$ cat src/rtl/noc_vc_merge_arb_pkg.sv
// Shared NoC types and defaults for the VC merge arbiter
// and the arbiter it reuses.
package noc_vc_merge_arb_pkg;

  localparam int Noc_Flit_Width = 64;
  localparam int Noc_VC_Channel = 4;
  localparam int Noc_VC_Fifo_Depth = 8;

  typedef enum logic {
    ARB_RR = 1'b0,
    ARB_FIXED = 1'b1
  } arb_mode_e;

  typedef struct packed {
    logic [Noc_Flit_Width-1:0] flit;
    logic last;
    logic [$clog2(Noc_VC_Channel)-1:0] vc_id;
  } merge_entry_t;

endpackage

$ cat src/rtl/noc_vc_merge_arb_if.sv
// VC-side and port-side flit handshake bundle
// for the merge arbiter.
interface noc_vc_merge_arb_if
  import noc_vc_merge_arb_pkg::*;
#(
  parameter int CHANNELS = Noc_VC_Channel,
  parameter int FLIT_WIDTH = Noc_Flit_Width,
  parameter int FIFO_DEPTH = Noc_VC_Fifo_Depth,
  parameter int VCW = $clog2(CHANNELS)
);

  logic [CHANNELS-1:0] i_valid;
  logic [CHANNELS-1:0][FLIT_WIDTH-1:0] i_flit;
  logic [CHANNELS-1:0] i_last;
  logic [CHANNELS-1:0] o_ready;
  logic [CHANNELS-1:0] o_vc_ready;
  logic o_valid;
  logic [FLIT_WIDTH-1:0] o_flit;
  logic o_last;
  logic [VCW-1:0] o_vc_id;
  logic i_ready;
  logic [CHANNELS-1:0] o_grant;
  logic [$clog2(FIFO_DEPTH):0] o_count;

  modport master (
    output i_valid, i_flit, i_last, i_ready,
    input o_ready, o_vc_ready, o_valid, o_flit,
    input o_last, o_vc_id, o_grant, o_count
  );

  modport slave (
    input i_valid, i_flit, i_last, i_ready,
    output o_ready, o_vc_ready, o_valid, o_flit,
    output o_last, o_vc_id, o_grant, o_count
  );

endinterface

$ cat src/rtl/noc_rr_arbiter.sv
// Combinational one-hot arbiter: round-robin from a
// pointer, or fixed priority with lowest index winning.
module noc_rr_arbiter
  import noc_vc_merge_arb_pkg::*;
#(
  parameter int N = 4,
  parameter int PW = $clog2(N)
) (
  input  logic [N-1:0]  req,
  input  logic [PW-1:0] ptr,
  input  arb_mode_e     mode,
  output logic [N-1:0]  grant
);

  always_comb begin
    logic found;
    logic [PW:0] sum;
    logic [PW-1:0] idx;
    grant = '0;
    found = 1'b0;
    sum = '0;
    idx = '0;
    for (int k = 0; k < N; k++) begin
      sum = {1'b0, ptr} + (PW+1)'(k);
      if (sum >= (PW+1)'(N)) sum = sum - (PW+1)'(N);
      idx = (mode == ARB_FIXED) ? PW'(k) : sum[PW-1:0];
      if (!found && req[idx]) begin
        grant[idx] = 1'b1;
        found = 1'b1;
      end
    end
  end

endmodule

$ cat src/rtl/noc_vc_merge_arb.sv
// Merges per-VC flit streams into one output port through
// a built-in arbiter, wormhole lock and FWFT merge FIFO.
module noc_vc_merge_arb
  import noc_vc_merge_arb_pkg::*;
#(
  parameter int CHANNELS = Noc_VC_Channel,
  parameter int FLIT_WIDTH = Noc_Flit_Width,
  parameter int FIFO_DEPTH = Noc_VC_Fifo_Depth,
  parameter int THRESHOLD = FIFO_DEPTH - 2,
  parameter int ARB_MODE = 0,
  parameter int PACKET_LOCK = 1,
  parameter int VCW = $clog2(CHANNELS)
) (
  input logic noc_clk,
  input logic noc_rst,
  noc_vc_merge_arb_if.slave bus
);

  localparam int AW = $clog2(FIFO_DEPTH);
  localparam int CW = AW + 1;
  localparam logic [0:0] IDLE = 1'b0;
  localparam logic [0:0] LOCKED = 1'b1;
  localparam arb_mode_e MODE =
    (ARB_MODE != 0) ? ARB_FIXED : ARB_RR;

  typedef struct packed {
    logic [FLIT_WIDTH-1:0] flit;
    logic last;
    logic [VCW-1:0] vc_id;
  } entry_t;

  logic [0:0] state;
  logic [VCW-1:0] lock_vc;
  logic [VCW-1:0] ptr;
  logic [VCW-1:0] gidx;
  logic [CHANNELS-1:0] arb_grant;
  logic [CHANNELS-1:0] grant;
  entry_t mem [FIFO_DEPTH];
  entry_t head;
  logic [AW-1:0] wr_ptr;
  logic [AW-1:0] rd_ptr;
  logic [CW-1:0] count;
  logic [CW-1:0] count_nxt;
  logic full;
  logic push;
  logic pop;
  logic tail;
  logic vc_rdy;

  noc_rr_arbiter #(
    .N(CHANNELS),
    .PW(VCW)
  ) u_arb (
    .req(bus.i_valid),
    .ptr(ptr),
    .mode(MODE),
    .grant(arb_grant)
  );

  // A held lock keeps the grant even through input bubbles.
  always_comb begin
    grant = '0;
    if (!noc_rst)
      grant = (state == LOCKED) ?
        (CHANNELS'(1) << lock_vc) : arb_grant;
  end

  always_comb begin
    gidx = '0;
    for (int k = 0; k < CHANNELS; k++)
      if (grant[k]) gidx = VCW'(k);
  end

  assign full = (count == CW'(FIFO_DEPTH));
  assign push = |(bus.i_valid & bus.o_ready);
  assign pop = bus.o_valid & bus.i_ready;
  assign tail = bus.i_last[gidx];
  assign count_nxt = count + CW'(push) - CW'(pop);

  always_ff @(posedge noc_clk or posedge noc_rst) begin
    if (noc_rst) begin
      state <= IDLE;
      lock_vc <= '0;
      ptr <= '0;
    end else if (push) begin
      state <= (PACKET_LOCK != 0 && !tail) ? LOCKED : IDLE;
      lock_vc <= gidx;
      if (PACKET_LOCK == 0 || tail)
        ptr <= (gidx == VCW'(CHANNELS - 1)) ?
          '0 : gidx + 1'b1;
    end
  end

  always_ff @(posedge noc_clk or posedge noc_rst) begin
    if (noc_rst) begin
      wr_ptr <= '0;
      rd_ptr <= '0;
      count <= '0;
      vc_rdy <= 1'b1;
    end else begin
      if (push) wr_ptr <= wr_ptr + 1'b1;
      if (pop) rd_ptr <= rd_ptr + 1'b1;
      count <= count_nxt;
      vc_rdy <= (count_nxt < CW'(THRESHOLD));
    end
  end

  always_ff @(posedge noc_clk)
    if (push) mem[wr_ptr] <= {bus.i_flit[gidx], tail, gidx};

  always_comb begin
    head = '0;
    if (bus.o_valid) head = mem[rd_ptr];
  end

  assign bus.o_valid = (count != '0);
  assign bus.o_ready = grant & {CHANNELS{!full}};
  assign bus.o_grant = grant;
  assign bus.o_count = count;
  assign bus.o_vc_ready = {CHANNELS{vc_rdy}};
  assign bus.o_flit = head.flit;
  assign bus.o_last = head.last;
  assign bus.o_vc_id = head.vc_id;

endmodule

$ cat src/flat_wrapper.sv
// flat-port wrapper written by rule: the top's interface ports become plain ports
module noc_vc_merge_arb_flat import noc_vc_merge_arb_pkg::*;
#(
  parameter int CHANNELS = Noc_VC_Channel,
  parameter int FLIT_WIDTH = Noc_Flit_Width,
  parameter int FIFO_DEPTH = Noc_VC_Fifo_Depth,
  parameter int THRESHOLD = FIFO_DEPTH - 2,
  parameter int ARB_MODE = 0,
  parameter int PACKET_LOCK = 1,
  parameter int VCW = $clog2(CHANNELS)
)
  (noc_clk, noc_rst, bus_i_valid, bus_i_flit, bus_i_last, bus_i_ready, bus_o_ready, bus_o_vc_ready, bus_o_valid, bus_o_flit, bus_o_last, bus_o_vc_id, bus_o_grant, bus_o_count);
  noc_vc_merge_arb_if #(.CHANNELS(CHANNELS), .FLIT_WIDTH(FLIT_WIDTH), .FIFO_DEPTH(FIFO_DEPTH), .VCW(VCW)) bus_i ();
  input logic noc_clk;
  input logic noc_rst;
  input wire logic [$bits(bus_i.i_valid)-1:0] bus_i_valid;
  input wire logic [$bits(bus_i.i_flit)-1:0] bus_i_flit;
  input wire logic [$bits(bus_i.i_last)-1:0] bus_i_last;
  input wire logic [$bits(bus_i.i_ready)-1:0] bus_i_ready;
  output wire logic [$bits(bus_i.o_ready)-1:0] bus_o_ready;
  output wire logic [$bits(bus_i.o_vc_ready)-1:0] bus_o_vc_ready;
  output wire logic [$bits(bus_i.o_valid)-1:0] bus_o_valid;
  output wire logic [$bits(bus_i.o_flit)-1:0] bus_o_flit;
  output wire logic [$bits(bus_i.o_last)-1:0] bus_o_last;
  output wire logic [$bits(bus_i.o_vc_id)-1:0] bus_o_vc_id;
  output wire logic [$bits(bus_i.o_grant)-1:0] bus_o_grant;
  output wire logic [$bits(bus_i.o_count)-1:0] bus_o_count;
  assign bus_i.i_valid = bus_i_valid;
  assign bus_i.i_flit = bus_i_flit;
  assign bus_i.i_last = bus_i_last;
  assign bus_i.i_ready = bus_i_ready;
  assign bus_o_ready = bus_i.o_ready;
  assign bus_o_vc_ready = bus_i.o_vc_ready;
  assign bus_o_valid = bus_i.o_valid;
  assign bus_o_flit = bus_i.o_flit;
  assign bus_o_last = bus_i.o_last;
  assign bus_o_vc_id = bus_i.o_vc_id;
  assign bus_o_grant = bus_i.o_grant;
  assign bus_o_count = bus_i.o_count;
  noc_vc_merge_arb #(.CHANNELS(CHANNELS), .FLIT_WIDTH(FLIT_WIDTH), .FIFO_DEPTH(FIFO_DEPTH), .THRESHOLD(THRESHOLD), .ARB_MODE(ARB_MODE), .PACKET_LOCK(PACKET_LOCK), .VCW(VCW)) u_core (.noc_clk(noc_clk), .noc_rst(noc_rst), .bus(bus_i));
endmodule
$ cat config.mk
export PLATFORM = sky130hd
export DESIGN_NAME = noc_vc_merge_arb_flat
export DESIGN_NICKNAME = d
export VERILOG_FILES = /design/src/rtl/noc_vc_merge_arb_pkg.sv /design/src/rtl/noc_vc_merge_arb_if.sv /design/src/rtl/noc_rr_arbiter.sv /design/src/rtl/noc_vc_merge_arb.sv /design/src/flat_wrapper.sv
export SDC_FILE = /design/constraint.sdc
export NUM_CORES = 1
export LEC_CHECK = 0
export CORE_UTILIZATION = 54
export CTS_CLUSTER_SIZE = 10
export DETAILED_ROUTE_END_ITERATION = 8
export GPL_TIMING_DRIVEN = 0
export HOLD_SLACK_MARGIN = 0.1
export PLACE_DENSITY_LB_ADDON = 0.05
export SLEW_MARGIN = 10
export SYNTH_ARGS = -nofsm -noshare
export SYNTH_HDL_FRONTEND = slang
export SYNTH_HIERARCHICAL = 1
export SYNTH_SLANG_ARGS = --single-unit
export TNS_END_PERCENT = 20
$ cat constraint.sdc
create_clock -name noc_clk -period 9.5 [get_ports noc_clk]
set_clock_uncertainty 0.15 [all_clocks]
set_input_delay 1.425 -clock noc_clk [delete_from_list [all_inputs] [get_ports noc_clk]]
set_output_delay 1.425 -clock noc_clk [all_outputs]
set_load 0.03 [all_outputs]
# == Yosys cells after proc, flatten, opt, wreduce, memory -nomap -nowiden ==
# Memories as Yosys holds them, arrays and structs flattened.
# Cells that the tools add are included.
# classes
add_sub_neg,12
order_cmp,14
eq_ne,2
shifts,1
mux,41
n_bitwise,6
reduce_logical,14
# op_table
cell,n
64-bit binary-select mux with 2-bit select,1
67-bit 2-to-1 mux,1
64-bit 2-to-1 mux,1
4-bit 2-to-1 mux,6
1-bit 2-to-1 mux,16
2-bit by 3-bit < comparator with 1-bit output (second input constant),5
2-bit 2-to-1 mux,7
4-bit bitwise OR,3
1-bit binary-select mux with 2-bit select,5
3-bit >= comparator (second input constant),3
4-bit bitwise AND,2
1-bit demux with 2-bit select,4
2-bit by 1-bit >= comparator with 1-bit output (second input constant),4
2-bit by 1-bit subtractor with 2-bit output (second input constant),4
1-bit logical AND,7
2-bit by 2-bit adder with 3-bit output (second input constant),2
3-bit by 1-bit adder with 3-bit output (second input constant),2
4-bit by 1-bit adder with 4-bit output,1
4-bit == test (second input constant),1
1-bit logical NOT,4
4-bit by 3-bit < comparator with 1-bit output (second input constant),1
4-bit nonzero test,1
4-bit OR reduction,1
1-bit by 2-bit left shift with 4-bit output (first input constant),1
other kinds (7),7
# word_totals
reg_bits,16
mem_bits_rw,536
in_bits,267
output_inout_bits,84
mem_count,1
# memory_table
memory,depth,width,rd,rd_clocked_by_memory_dff,write_ports,line,text
u_core.mem,8,67,1,0,1,noc_vc_merge_arb.sv:38,entry_t mem [FIFO_DEPTH];

# == Depth between registers and ports, before layout ==
# Gate-level depths: netlist (run 1).
# logic_depth
word_depth,22
ltp_mapped,18

# == Modules after synthesis ==
# Netlist (run 1), hierarchy kept.
# by_module_without_submodules
mod,n_inst,cells_per_inst,area_each_um2
noc_vc_merge_arb,1,1198,22690.5
noc_rr_arbiter,1,47,322.8

# == Worst setup path before layout (run 1) ==
# Ideal clock, no wire load.
# synth_timing
path_kind,input port to flip-flop
start,input bus_i_valid[3]
end,"memory u_core/mem[0][0] (netlist name), enable pin"
setup_ps,574
t_arrival_ps,7635
setup_slack_ps,1141
cell_stages,10
path_buffers,0
path_cell_list,nor4b_2 -> a32oi_1 -> o22ai_2 -> a32oi_1 -> o21ai_0 -> nor3b_1 -> o21ai_1 -> a41oi_4 -> nand2b_1 -> nor3_1
# synth_via
elab_chain_cells,19
elab_cells_between_ends,31
cone_classes,mux (19); bitwise (5); reduce/logical (7)
# synth_lines
item,line,text
start: declaration,flat_wrapper.sv:16,input wire logic [$bits(bus_i.i_valid)-1:0] bus_i_valid;
1-bit binary-select mux with 2-bit select,noc_rr_arbiter.sv:27,if (!found && req[idx]) begin
1-bit 2-to-1 mux (implied by the code),noc_rr_arbiter.sv:27,
1-bit 2-to-1 mux,noc_rr_arbiter.sv:27,
1-bit logical NOT,noc_rr_arbiter.sv:27,
1-bit logical AND,noc_rr_arbiter.sv:27,
1-bit 2-to-1 mux,noc_rr_arbiter.sv:27,
1-bit logical NOT,noc_rr_arbiter.sv:27,
1-bit logical AND,noc_rr_arbiter.sv:27,
[4 not listed],-,
via u_core.arb_grant[2],noc_vc_merge_arb.sv:36,logic [CHANNELS-1:0] arb_grant;
4-bit 2-to-1 mux *,noc_vc_merge_arb.sv:64,grant = (state == LOCKED) ?
4-bit 2-to-1 mux *,noc_vc_merge_arb.sv:63,if (!noc_rst)
4-bit bitwise AND *,noc_vc_merge_arb.sv:117,assign bus.o_ready = grant & {CHANNELS{!full}};
4-bit bitwise AND *,noc_vc_merge_arb.sv:75,assign push = |(bus.i_valid & bus.o_ready);
4-bit OR reduction *,noc_vc_merge_arb.sv:75,
1-bit 2-to-1 mux *,noc_vc_merge_arb.sv:109,"if (push) mem[wr_ptr] <= {bus.i_flit[gidx], tail, gidx};"
1-bit 2-to-1 mux (implied by the code) *,noc_vc_merge_arb.sv:109,
end: declaration,noc_vc_merge_arb.sv:38,
# The timed path passes the listed nets; every way through them passes the cells marked *. The select of a mux whose other input is x is not followed.

# == Worst setup path after layout (run 1) ==
# layout_timing
start,input bus_i_valid[3]
end,output bus_o_ready[3]
# layout_via
elab_chain_cells,15
elab_cells_between_ends,27
cone_classes,mux (17); bitwise (4); reduce/logical (6)
# layout_lines
item,line,text
1-bit binary-select mux with 2-bit select,noc_rr_arbiter.sv:27,
1-bit 2-to-1 mux (implied by the code),noc_rr_arbiter.sv:27,
1-bit 2-to-1 mux,noc_rr_arbiter.sv:27,
1-bit logical NOT,noc_rr_arbiter.sv:27,
1-bit logical AND,noc_rr_arbiter.sv:27,
1-bit 2-to-1 mux,noc_rr_arbiter.sv:27,
1-bit logical NOT,noc_rr_arbiter.sv:27,
1-bit logical AND,noc_rr_arbiter.sv:27,
1-bit 2-to-1 mux,noc_rr_arbiter.sv:27,
1-bit logical NOT,noc_rr_arbiter.sv:27,
1-bit logical AND,noc_rr_arbiter.sv:27,
4-bit 2-to-1 mux *,noc_rr_arbiter.sv:27,
via u_core.arb_grant[3],noc_vc_merge_arb.sv:36,
4-bit 2-to-1 mux *,noc_vc_merge_arb.sv:64,
4-bit 2-to-1 mux *,noc_vc_merge_arb.sv:63,
4-bit bitwise AND *,noc_vc_merge_arb.sv:117,
end: declaration,flat_wrapper.sv:20,output wire logic [$bits(bus_i.o_ready)-1:0] bus_o_ready;
# Marks and branches as above.

==> metrics.md, run 1 <==
| Metric | Value |
|---|---|
| Worst Path Required | `7.93 ns` |
| Minimum clock period | `6.06 ns` |
| Nets | `1,978` |
| Most common cell after layout, fill and taps aside | `edfxtp_1` |
| Share of cells above drive strength 1 | `18.4%` |
| H-tree levels | `2` |
| Pin count of the biggest net entering global routing | `23` |
| Area of the multi-input gates | `about 6100 sq um` |
| Pwr Total | `~10 mW` |
| Post-synth top area cell | `edfxtp_1` |
| Vias/cell | `6.12` |
| Filler instances | `2,750` |
| FF-to-FF setup slack | `4.93 ns` |
| Synth top area cells | `edfxtp_1 70%, mux4_2 13%, o22ai_1 3.5%` |
| Core Region | `41,900 sq um` |
| All-Layer GR Usage | `27.1%` |
| Place WS | `around 3.5 ns` |
| Cells after Synth | `1,245` |
| Top Usage Layer GRT | `met2` |
| DRC errors left | `0` |
| Power density cells | `334 nW/um^2` |
| Post-CTS Hold Fix Bufs | `0` |
| Synthesized cell area | `23,000 sq um` |
| # IOs | `between 300 and 400` |
| Rows | `75` |
| Pre-antenna DRT Iters | `5` |
| Grt total ovfl | `0` |
| Cell variety after synth | `58` |
| Placer Congestion | `roughly 0.80` |
| Clock root buffer | `clkbuf_16` |
| Initial antenna violation count | `1` |
| RSZ-0062 raised after global routing | `false` |
| Die height | `208 um` |
| Clk sinks | `552` |
| First-pass GRT wire length | `86.4 mm` |
| Detailed Route WL | `57.8 mm` |
| Clock-pin slew on the worst setup and hold paths | `0.05 ns` |
| TritonCTS buffer count | `61` |
| CTS tree | `built` |
| Critical path launch point type | `input pin` |
| Met1 Use GR | `36.8%` |
| Syn_area_per_cell | `18.5 sq um` |
| Top cell type's share of synthesized area | `a little over two thirds` |
| Routing usage on met3 | `4.83%` |
| YS warnings | `6` |
| Initial DRC count | `roughly 1,100` |
| IO buf count | `approximately 350` |
| Achievable Freq | `between 150 and 200 MHz` |
| Area Overhead vs Synth | `28.3%` |
| Final worst-path cycle share | `a little under two thirds` |
| Die X-Extent | `208 um` |
| Slew Limit Fails | `0` |
| Final cell count without fillers | `2,258` |
| Slew of the pin with the lowest slew margin | `between 1 and 1.5 ns` |
| Outcome | `finished, final reports clean` |
| Setup slack after layout | `3.44 ns` |
| Via count | `around 14,000` |
| Max cap viols | `0` |
| Endpoints failing setup | `0` |
| Area after DPL | `27,800 sq um` |
| Final antenna-violating net count | `0` |
| Seq. cell area | `16,500 sq um` |
| Setup Buffers After CTS | `0` |
| Post-route cell area | `29,500 sq um` |
| M2 GR Usage | `~45%` |
| Leakage power | `9.84 nW` |
| Max VDD drop | `~0.00021 V` |
| CTS resizes | `0` |
| Number of flops mapped to enable cells by yosys | `~540` |
| Hold/Removal Path Class | `reg2reg` |
| Ys async rst share | `between 2 and 3%` |
| CP max FO | `10` |
| DP Cell Count | `2,177` |
| Critical Path Sink Type | `output port` |
| CP Class | `in2out` |
| Initial Utilization | `54.9%` |
| Number of synthesized register bits | `552` |
| Clock buffer depth | `3` |
| Most frequent cells in the layout | `536 x edfxtp_1, 349 x clkdlybuf4s50_1, 134 x mux4_2` |
| Worst EP arrival | `approximately 4.5 ns` |
| Seq/Total Area, Yosys | `between 70% and 80%` |
| Die Area | `between 40,000 and 50,000 sq um` |
| Wirelength per Cell | `25.6 um` |
| Final Hold Vio Count | `0` |
| Number of global-route vias before repair | `14,200` |
| Main synth FF type | `edfxtp_1` |
| Hold WS | `~0.36 ns` |
| Max-slew headroom | `17.4%` |
| Later-pin clock latency in the skew report | `0.61 ns` |
| Post-DP HPWL | `~38 mm` |
-- layer usage --
metal | share of wire [%] | up-vias | wire [um]
met1 | 40 | 7070 | 23300
li1 | - | 6052 | -
met2 | 49 | 606 | 28600
met3 | 8.1 | 80 | 4660
met4 | 2.2 | 0 | 1250
met5 | 0 | - | 0
-- synthesized netlist by cell type, drive strengths merged (2+ instances only) --
cell    count
xor2        2
and2        3
edfxtp    536
or2         3
a21o        2
nor2       83
nor2b       6
nor3        5
o21ai       5
mux2        5
o21ba       2
dfrtp      15
a32oi       3
nand2b      8
ha          9
nand3       3
mux2i      68
o22ai     129
xnor2       4
mux4      134
nand2      11
clkbuf     37
nor4b       2
o21a        2
nand3b      3
nor3b       7
a21oi      71
inv        14
o211ai      6
buf        53
-- sequential cells by signal, summed over array words and instances, names as in the netlist --
name / cells
u_core/mem: 536
u_core/wr_ptr: 3
u_core/lock_vc: 2
u_core/bus.o_count: 4
u_core/ptr: 2
u_core/state: 1
u_core/vc_rdy: 1
u_core/rd_ptr: 3
-- worst paths after layout --
path,from,endpoint,cells after the start
max in group asynchronous,noc_rst,u_core/wr_ptr[2],2
worst min register to register,u_core/ptr[0],u_core/ptr[0],1
worst max register to register,u_core/ptr[0],u_core/mem[2][65],13
worst min-delay path,u_core/ptr[0],u_core/ptr[0],1
min in group asynchronous,noc_rst,u_core/bus.o_count[2],2
worst max-delay path,bus_i_valid[3],bus_o_ready[3],11
-- through the flow --
step	util [%]	TNS, ns
2_1_floorplan	-	0
3_3_place_gp	64.9	-990.76
3_5_place_dp	66.4	0
4_1_cts	70.3	0
5_1_grt	70.3	0
6_report	70.4	0
-- where the power goes --
part,total (mW),switching (mW),internal (mW),leakage (nW)
clock network,2.05,0.860,1.19,0.809
logic,4.30,2.58,1.72,4.02
registers,3.50,0.0906,3.41,5.01
total,9.85,3.53,6.31,9.84
-- worst max-delay path, cell delays in order --
cell             delay, ns
clkdlybuf4s50_1       0.57
nor4b_2               0.36
a32oi_1               0.10
o22ai_2               0.25
nand2b_1              0.10
o311ai_2              0.09
nor3b_2               0.35
nor2_2                0.14
clkbuf_1              0.26
nor2_1                0.15
clkdlybuf4s50_1       0.69
-- logic make-up (layout without fill, tap and decap cells) --
| logic type | Yosys count | after routing | synth area share, % |
|---|---|---|---|
| buffers and inverters | 104 | 566 | 2.10 |
| adders and majority gates | 10 | 10 | 0.576 |
| DFF | 552 | 552 | 71.7 |
| xor gates and xnor gates | 6 | 6 | 0.228 |
| and+or+nand+nor | 140 | 140 | 3.02 |
| other | 1 | 13 | 0.0163 |
| AOI/OAI and AO/OA | 225 | 225 | 6.02 |
| muxes | 207 | 207 | 16.3 |
-- final cells by class --
| cell class | instances | area share [%] |
|---|---|---|
| Antenna cell | 4 | 0.0339 |
| Buffer | 90 | 1.46 |
| Clock buffer | 73 | 5.40 |
| Clock inverter | 4 | 0.237 |
| Inverter | 14 | 0.178 |
| Multi-Input combinational cell | 597 | 20.7 |
| Sequential cell | 552 | 55.9 |
| Tap cell | 539 | 2.28 |
| Timing Repair Buffer | 385 | 13.8 |
No activity file was read; power rests on OpenSTA's default activity.
==> run 2, diff against run 1 <==
--- a/config.mk
+++ b/config.mk
@@ -5,7 +5,7 @@
 export SDC_FILE = /design/constraint.sdc
 export NUM_CORES = 1
 export LEC_CHECK = 0
-export CORE_UTILIZATION = 54
+export CORE_UTILIZATION = 49
 export CTS_CLUSTER_SIZE = 10
 export DETAILED_ROUTE_END_ITERATION = 8
 export GPL_TIMING_DRIVEN = 0
==> constraint.sdc (replaced) <==
create_clock -name noc_clk -period 5.54 [get_ports noc_clk]
set_clock_uncertainty 0.15 [all_clocks]
set_input_delay 0.831 -clock noc_clk [delete_from_list [all_inputs] [get_ports noc_clk]]
set_output_delay 0.831 -clock noc_clk [all_outputs]
set_load 0.03 [all_outputs]
==> run 2 against run 1 <==
Worst setup slack worse by 2.9 ns. Final cell count is 2.7% higher. Non-clock buffer count is 5 lower. Cell area is 0.18% higher. Worst hold slack worse by 0.063 ns. Routed wire length hardly changed. Critical path depth is 4 lower. Critical path type is now reg2out. Critical endpoint is now bus_o_flit[53]. Highest routed layer unchanged.
==> metrics.md, run 2 (synthesis results as in run 1) <==
| Metric | Value |
|---|---|
| Detailed Route WL | `roughly 58 mm` |
| Slowest Stage Delay on Critical Path | `0.72 ns` |
| CP max FO | `10` |
| Most common cell after layout, fill and taps aside | `edfxtp_1` |
| Clock root buffer | `clkbuf_16` |
| H-tree levels | `2` |
| Slew Limit Fails | `0` |
| Final Hold Vio Count | `0` |
| Most frequent cells in the layout | `536 x edfxtp_1, 349 x clkdlybuf4s50_1, 134 x mux4_2` |
| Clock buffer depth | `3` |
| Initial Utilization | `49.5%` |
| Core Region | `46,500 sq um` |
| Clk sinks | `552` |
| Placer Congestion | `0.774` |
| Filler instances | `3,319` |
| Rows | `79` |
| Area Overhead vs Synth | `28.5%` |
| IO buf count | `about 350` |
| CTS tree | `built` |
| Later-pin clock latency in the skew report | `0.60 ns` |
| Via count | `13,600` |
| Die X-Extent | `219 um` |
| Die height | `219 um` |
| DP Cell Count | `2,240` |
| Routing usage on met3 | `around 4%` |
| Endpoints failing setup | `0` |
| Wirelength per Cell | `24.9 um` |
| Initial DRC count | `1,109` |
| Worst EP arrival | `between 4 and 5 ns` |
| All-Layer GR Usage | `24.5%` |
| # IOs | `around 350` |
| Top Usage Layer GRT | `met2` |
| Post-DP HPWL | `38.7 mm` |
| Seq. cell area | `around 16,000 sq um` |
| Critical path launch point type | `flip-flop` |
| Initial antenna violation count | `2` |
| Post-CTS Hold Fix Bufs | `0` |
| Minimum clock period | `roughly 5.0 ns` |
| CP delay by family, top | `buffers and inverters` |
| Pre-antenna DRT Iters | `5` |
| Achievable Freq | `200 MHz` |
| Die Area | `47,800 sq um` |
| Pin count of the biggest net entering global routing | `22` |
| Hold/Removal Path Class | `in2async` |
| Nets | `between 1,500 and 2,000` |
| Outcome | `finished, final reports clean` |
| Leakage power | `9.81 nW` |
| Reg2Reg Depth | `13` |
| Largest register by flop count | `u_core/mem` |
| Final worst-path cycle share | `about nine tenths` |
| First-pass GRT wire length | `84.8 mm` |
| Bufs and invs on worst path | `4` |
| Number of global-route vias before repair | `13,800` |
| RR Startpoint | `u_core/ptr[0]` |
| CP max stage cell | `clkdlybuf4s50_1` |
| M2 GR Usage | `40.2%` |
| Setup Buffers After CTS | `0` |
| TritonCTS buffer count | `61` |
| Slew of the pin with the lowest slew margin | `1.33 ns` |
| Share of cells above drive strength 1 | `18.0%` |
| Final antenna-violating net count | `0` |
| Critical Path Sink Type | `output port` |
| Clock-pin slew on the worst setup and hold paths | `0.06 ns` |
| Hold WS | `about 0.3 ns` |
| CTS resizes | `0` |
| RSZ-0062 raised after global routing | `false` |
| Area of the multi-input gates | `6130 sq um` |
| Final cell count without fillers | `2,320` |
| Max-slew headroom | `around 11%` |
| CP Class | `reg2out` |
| Vias/cell | `5.86` |
| RR Endpoint | `u_core/mem[1][16]` |
| Critical path cell sequence | `buf_2 -> clkbuf_1 -> clkbuf_1 -> mux4_2 -> mux2i_1 -> nor2_1 -> clkdlybuf4s50_1` |
| Worst Path Required | `4.56 ns` |
| DRC errors left | `0` |
| Met1 Use GR | `33.9%` |
| FF-to-FF setup slack | `0.97 ns` |
| Max cap viols | `0` |
| Ant diodes | `0` |
| Power density cells | `568 nW/um^2` |
| Grt total ovfl | `0` |
| Most common cell on crit path | `clkbuf_1` |
| Max FFs per register | `536` |
| Pwr Total | `about 17 mW` |
| Max VDD drop | `0.000333 V` |
## run 2: metrics by stage
stage | setup TNS, ns | instance area [sq um] | worst slack [ns] | utilization [%]
after global placement | -2280.28 | 27300 | -4.48 | 58.8
after CTS | 0 | 29600 | 0.503 | 63.6
after floorplan | -196.01 | 23100 | -0.429 | -
after global routing | 0 | 29600 | 0.373 | 63.6
after detailed placement | 0 | 28000 | 0.146 | 60.2
final | 0 | 29600 | 0.548 | 63.6
## run 2: how the worst max path moves through the flow
| stage | start | endpoint | slack (ns) | depth (start not counted) |
|---|---|---|---|---|
| CTS | u_core/rd_ptr[1] | bus_o_flit[53] | 0.50 | 7 |
| detailed placement | bus_i_valid[2] | u_core/mem[6][15] | 0.15 | 13 |
| finish | u_core/rd_ptr[1] | bus_o_flit[53] | 0.55 | 7 |
| floorplan | bus_i_valid[3] | u_core/mem[6][0] | -0.43 | 10 |
| global route | bus_i_valid[3] | bus_o_ready[3] | 0.37 | 11 |
| global placement | bus_i_valid[3] | u_core/mem[6][43] | -4.48 | 11 |
## run 2: layout make-up
cell class,count,area share (%)
buffer,90,1.46
clock buffer,76,5.35
clock inverter,4,0.0846
multi-input combinational,597,20.7
timing repair buffer,380,13.8
tap,607,2.57
sequential,552,55.8
inverter,14,0.178
## run 2: report_power, final
| group | total, mW | leakage (nW) | internal [mW] | switching, mW |
|---|---|---|---|---|
| Combinational | 7.39 | 4.01 | 2.95 | 4.44 |
| Clock | 3.41 | 0.782 | 1.96 | 1.45 |
| Sequential | 6.01 | 5.01 | 5.85 | 0.156 |
## run 2: worst reg2reg max path, stage by stage (launching register included)
cell	delay, ns
dfrtp_1	0.35
buf_2	0.20
nand2b_1	0.17
a32oi_1	0.27
o22ai_2	0.15
a32oi_1	0.21
o21ai_0	0.21
nor3_1	0.21
or3_1	0.16
inv_1	0.17
nand2_1	0.80
buf_2	0.41
o22ai_1	0.13
a21oi_1	0.65
## run 2: layer usage
metal  share of wire, %  wire length [um]
met3                6.8              3960
met2                 49             28100
met4                2.2              1260
met1                 42             24400
met5                  0                 0
==> run 3, diff against run 2 <==
--- a/config.mk
+++ b/config.mk
@@ -11,9 +11,10 @@
 export GPL_TIMING_DRIVEN = 0
 export HOLD_SLACK_MARGIN = 0.1
 export PLACE_DENSITY_LB_ADDON = 0.05
+export SKIP_CTS_REPAIR_TIMING = 1
 export SLEW_MARGIN = 10
 export SYNTH_ARGS = -nofsm -noshare
 export SYNTH_HDL_FRONTEND = slang
 export SYNTH_HIERARCHICAL = 1
 export SYNTH_SLANG_ARGS = --single-unit
-export TNS_END_PERCENT = 20
+export TNS_END_PERCENT = 100
==> results of run 3 <==
The final DEF is identical to that of run 2; final timing and power are the same.
